## src/rtl/waveform_lut_loader.sv

```systemverilog
// Writer side of the waveform LUT RAM: takes packed bytes over valid/ready and writes each one
// as four 2-bit entries (LSB pair first) to sequential LUT addresses.
module waveform_lut_loader #(
   parameter int unsigned ADDR_W = 14,
   parameter int unsigned LEN_W  = 13
) (
   input  logic              clk,
   input  logic              rstn,
   input  logic              start,
   input  logic [ADDR_W-1:0] start_addr,
   input  logic [LEN_W-1:0]  byte_len,
   input  logic              abort,
   input  logic [7:0]        s_data,
   input  logic              s_valid,
   output logic              s_ready,
   output logic              busy,
   output logic              done,
   output logic              error,
   output logic              lut_we,
   output logic [ADDR_W-1:0] lut_addr,
   output logic [1:0]        lut_din
);

   localparam int unsigned EndW = ADDR_W + LEN_W + 2;

   typedef enum logic [1:0] {StIdle, StRecv, StUnpack, StDone} state_e;

   state_e            state_q, state_d;
   logic [1:0]        phase_q, phase_d;
   logic [LEN_W-1:0]  remain_q, remain_d;
   logic [ADDR_W-1:0] addr_q, addr_d;
   logic [7:0]        byte_q, byte_d;
   logic              s_ready_q, s_ready_d;
   logic              busy_q, busy_d;
   logic              done_q, done_d;
   logic              error_q, error_d;
   logic              lut_we_q, lut_we_d;
   logic [ADDR_W-1:0] lut_addr_q, lut_addr_d;
   logic [1:0]        lut_din_q, lut_din_d;

   logic [EndW-1:0]   end_addr;
   logic [EndW-1:0]   lut_size;
   logic [1:0]        phase_nxt;

   // Wide enough that start_addr + 4*byte_len can never overflow.
   assign end_addr  = EndW'(start_addr) + (EndW'(byte_len) << 2);
   assign lut_size  = EndW'(1) << ADDR_W;
   assign phase_nxt = phase_q + 2'd1;

   always_comb begin
      state_d    = state_q;
      phase_d    = phase_q;
      remain_d   = remain_q;
      addr_d     = addr_q;
      byte_d     = byte_q;
      done_d     = 1'b0;
      error_d    = 1'b0;
      lut_we_d   = 1'b0;
      lut_addr_d = lut_addr_q;
      lut_din_d  = lut_din_q;

      if (abort) begin
         state_d = StIdle;
         phase_d = 2'd0;
      end else begin
         unique case (state_q)
            StIdle: begin
               if (start) begin
                  if (end_addr > lut_size) begin
                     error_d = 1'b1;
                  end else if (byte_len == '0) begin
                     state_d = StDone;
                  end else begin
                     addr_d   = start_addr;
                     remain_d = byte_len;
                     state_d  = StRecv;
                  end
               end
            end
            StRecv: begin
               // Phase 0 is issued straight from the accepted byte so writes begin next cycle.
               if (s_valid && s_ready_q) begin
                  byte_d     = s_data;
                  remain_d   = remain_q - 1'b1;
                  lut_we_d   = 1'b1;
                  lut_addr_d = addr_q;
                  lut_din_d  = s_data[1:0];
                  addr_d     = addr_q + 1'b1;
                  phase_d    = 2'd0;
                  state_d    = StUnpack;
               end
            end
            StUnpack: begin
               if (phase_q == 2'd3) begin
                  if (remain_q == '0) begin
                     state_d = StDone;
                     done_d  = 1'b1;
                  end else begin
                     state_d = StRecv;
                  end
               end else begin
                  lut_we_d   = 1'b1;
                  lut_addr_d = addr_q;
                  lut_din_d  = byte_q[{phase_nxt, 1'b0} +: 2];
                  addr_d     = addr_q + 1'b1;
                  phase_d    = phase_nxt;
               end
            end
            StDone: begin
               // Arriving with done already raised ends the load; a zero-length load raises it here.
               if (done_q) begin
                  state_d = StIdle;
               end else begin
                  done_d = 1'b1;
               end
            end
         endcase
      end

      s_ready_d = (state_d == StRecv);
      busy_d    = (state_d == StRecv) || (state_d == StUnpack);
   end

   always_ff @(posedge clk or negedge rstn) begin
      if (!rstn) begin
         state_q    <= StIdle;
         phase_q    <= 2'd0;
         remain_q   <= '0;
         addr_q     <= '0;
         byte_q     <= 8'd0;
         s_ready_q  <= 1'b0;
         busy_q     <= 1'b0;
         done_q     <= 1'b0;
         error_q    <= 1'b0;
         lut_we_q   <= 1'b0;
         lut_addr_q <= '0;
         lut_din_q  <= 2'd0;
      end else begin
         state_q    <= state_d;
         phase_q    <= phase_d;
         remain_q   <= remain_d;
         addr_q     <= addr_d;
         byte_q     <= byte_d;
         s_ready_q  <= s_ready_d;
         busy_q     <= busy_d;
         done_q     <= done_d;
         error_q    <= error_d;
         lut_we_q   <= lut_we_d;
         lut_addr_q <= lut_addr_d;
         lut_din_q  <= lut_din_d;
      end
   end

   assign s_ready  = s_ready_q;
   assign busy     = busy_q;
   assign done     = done_q;
   assign error    = error_q;
   assign lut_we   = lut_we_q;
   assign lut_addr = lut_addr_q;
   assign lut_din  = lut_din_q;

endmodule

```

## config.mk

```make
export PLATFORM = sky130hd
export DESIGN_NAME = waveform_lut_loader
export DESIGN_NICKNAME = d
export VERILOG_FILES = /design/src/rtl/waveform_lut_loader.sv
export SDC_FILE = /design/constraint.sdc
export NUM_CORES = 1
export LEC_CHECK = 0
export CORE_MARGIN = 5
export CORE_UTILIZATION = 55
export DETAILED_ROUTE_END_ITERATION = 6
export PLACE_DENSITY = 0.78
export SLEW_MARGIN = 20
export SYNTH_ARGS = -nofsm -noshare
export SYNTH_HDL_FRONTEND = slang
export SYNTH_SLANG_ARGS = --single-unit
export TNS_END_PERCENT = 5
```

## constraint.sdc

```tcl
create_clock -name clk -period 3.31 [get_ports clk]
set_input_delay 0.331 -clock clk [delete_from_list [all_inputs] [get_ports clk]]
set_output_delay 0.331 -clock clk [all_outputs]
set_load 0.05 [all_outputs]
```

==> run summary <==
CP startpoint kind = input pin
post-synth top area cell = dfrtp_1
IO Port Bufs = 60
GRT Total Usage = 23.78%
synth top area cells = dfrtp_1, ha_1, mux2_2
clk root buf = clkbuf_8
Chip Width = 97.25 um
filler cell count = 468
area grow syn2layout = 35.18%
final wirelength = 11.60 mm
dpl hpwl = 8.475 mm
dominant synthesized flop cell = dfrtp_1
number of diodes = 0
setup violators final = 0
Mapped Avg Cell Area = 9.408 sq um
worst-path maximum fanout = 4
Post-DRT Antenna Nets = 0
GPL Wtd Cong = 0.8601
Distinct cells, synth = 61
Longest Clk Path Bufs = 2
part of the Yosys area used for sequential elements = 35.86%
Hold Path Class = in2async
Via density = 5.906
IO Count = 61
die area = 0.009457 sq mm
post-synthesis cell area = 0.004187 sq mm
core area = 0.007331 sq mm
Worst VDD drop = 0.4625 mV
worst-skew pair later-pin latency = 340 ps
Remaining DRCs = 0
critical path type = in2reg
share of cells above drive strength 1 = 25.58%
H-tree depth = 3
Die Span Y = 97.25 um
Placed Instances = 641
initial core utilization = 57.11%
WP data arrival = 3430 ps
Hold Buf Count CTS = 0
Power Density = 693.6 mW/mm^2
placed instance area = 0.005236 sq mm
synthesized instance count = 445
Final Instance Area = 0.005659 sq mm
max-slew violations = 0
antenna violations before repair = 0
Max Cap Viol = 0
Slew @ Worst Pin = 819.6 ps
DR WL/cell = 17.52 um
Fin Clk Skew = 11.59 ps
ys async rst share = 100.0%
Net Count, Synth = 507
Final Hold Violating Endpoints = 0
Static Leak = 2.499 nW
Tmin final = 3183 ps
Overflow after GRT = 0
Non-Filler Instances = 662
router iterations before antenna repair = 5
DP Worst Slack = -685.5 ps
relative slew slack = 45.36%
Tcrit/Tclk final = 96.17%
largest net degree at the start of global routing = 42
vias in the first global route = 3815
nets = 620
Yosys warnings = 0
Pwr Total = 3.925 mW
final worst slack = 126.8 ps
first-pass GRT wire length = 18.43 mm
row count = 31
total vias in the final route = 3910
EDFF count, synth = 0
cts bufs inserted = 9
violation count after the first detailed-route iteration = 179
Synth top area share = 35.86%
CTS tree = built
nature of the critical path endpoint = register
Worst-path clk slew = 80 ps
worst hold slack = 79.71 ps
Clock Sink Count = 60
flops & latches, synth = 60
FMAX = 0.3142 GHz
outcome = finished clean
CP required = 3550 ps
==> sequential cells by signal, summed over array words and instances, names as in the netlist, 2 cells and up <==
signal    count
state_q       2
lut_addr     14
lut_din       2
byte_q        8
addr_q       14
remain_q     13
phase_q       2
==> path summary, 6_finish.rpt <==
path	slack (ps)	cells past startpoint	startpoint	endpoint
min in group clk	320	3	start_addr[2]	addr_q[2]
worst max-delay path	130	16	start_addr[8]	busy
worst min-delay path	80	1	rstn	addr_q[1]
max in group asynchronous	2370	2	rstn	state_q[1]
worst max register to register	270	11	remain_q[0]	busy
worst min register to register	510	1	byte_q[2]	byte_q[2]
==> routing by layer <==
layer | part of all wire [%] | track usage, % | up-vias
met3 | 5.5 | 5.599 | 18
met2 | 51 | 40.61 | 111
met1 | 42 | 30.80 | 1904
met5 | 0 | 0 | -
li1 | - | - | 1877
met4 | 1.1 | 5.218 | 0
==> cells in the final DEF (no fill, tap or decap), drive strengths merged, types with 12 or more instances in the layout <==
cell type and n:
inv 28, nand2 23, mux2 23, nand3 31, a21oi 37, dfrtp 60, mux2i 15, ha 21
buf 64, or3 12, nor2 19, clkdlybuf4s50 47, nand3b 14, nor3b 12, clkbuf 13, nor3 14
==> timing repair <==
action / in CTS / in global routing
resized for setup: 10 / 34
cloned: 0 / 2
pin swaps: 6 / 10
buffers inserted: 2 / 2
endpoints found under the setup margin: 28 / 27
hold endpoints to repair: 0 / 0
==> cells in the mapped netlist, types with 3 or more instances <==
cell       number
a211oi_2        4
o2111ai_1       4
nand4_1         4
a211o_1         4
and3_1          6
nor3_1         13
o211ai_1        4
nand2_1        23
buf_6           3
nand3b_1       14
or3_1          12
mux2_2         23
dfrtp_1        60
nor2b_1         8
o21ai_0         9
nand2b_1       11
buf_2           4
a21o_1          3
mux2i_1        15
clkbuf_1       11
a21oi_1        37
nor3b_1        12
nand3_1        31
ha_1           21
o31ai_1         3
a211oi_1        6
inv_1          26
or2_2           7
nor2_1         19
a21boi_0        3
nor4_1          6
==> stage by stage <==
step / utilization [%] / setup TNS (ps)
finish: 77.20 / 0
global placement: 71.43 / -11990
floorplan: - / 0
global route: 77.20 / -89.53
CTS: 74.52 / 0
detailed placement: 71.43 / -16700
==> cells by family (layout without fill, tap and decap cells) <==
group / after synthesis / after routing / share of synthesized area (%)
and+or+nand+nor: 174 / 174 / 23.82
AOI/OAI and AO/OA: 97 / 97 / 16.47
DFF: 60 / 60 / 35.86
buffers and inverters: 48 / 166 / 5.409
muxes: 40 / 40 / 10.85
adders and majority gates: 22 / 22 / 6.754
xor gates and xnor gates: 4 / 4 / 0.8370
==> power by group <==
part / leakage (nW) / switching [mW] / internal, mW
sequential: 0.730 / 0.274 / 1.03
combinational: 1.66 / 1.09 / 0.851
clock: 0.104 / 0.325 / 0.353
==> cell type report <==
cell class,count,area [sq um],share of cell area [%]
flip-flops and latches,60,1501,26.53
multi-input cells,337,2603,45.99
clock buffers,9,123.9,2.189
clock inverters,7,75.07,1.327
well taps,99,123.9,2.189
repair buffers,124,1135,20.05
inverters,26,97.59,1.725
==> critical path, stage by stage <==
cell and delay [ps]:
clkdlybuf4s50_1 470, ha_1 340, nand3_2 120, buf_4 160, a21oi_1 180, nor4_1 80, buf_4 150, o21ai_0 200
o41ai_2 130, a32o_2 320, buf_6 140, nor2_1 120, a21oi_2 50, a221o_1 320, ha_1 280, inv_1 40
Power figures use the tool's default switching activity.
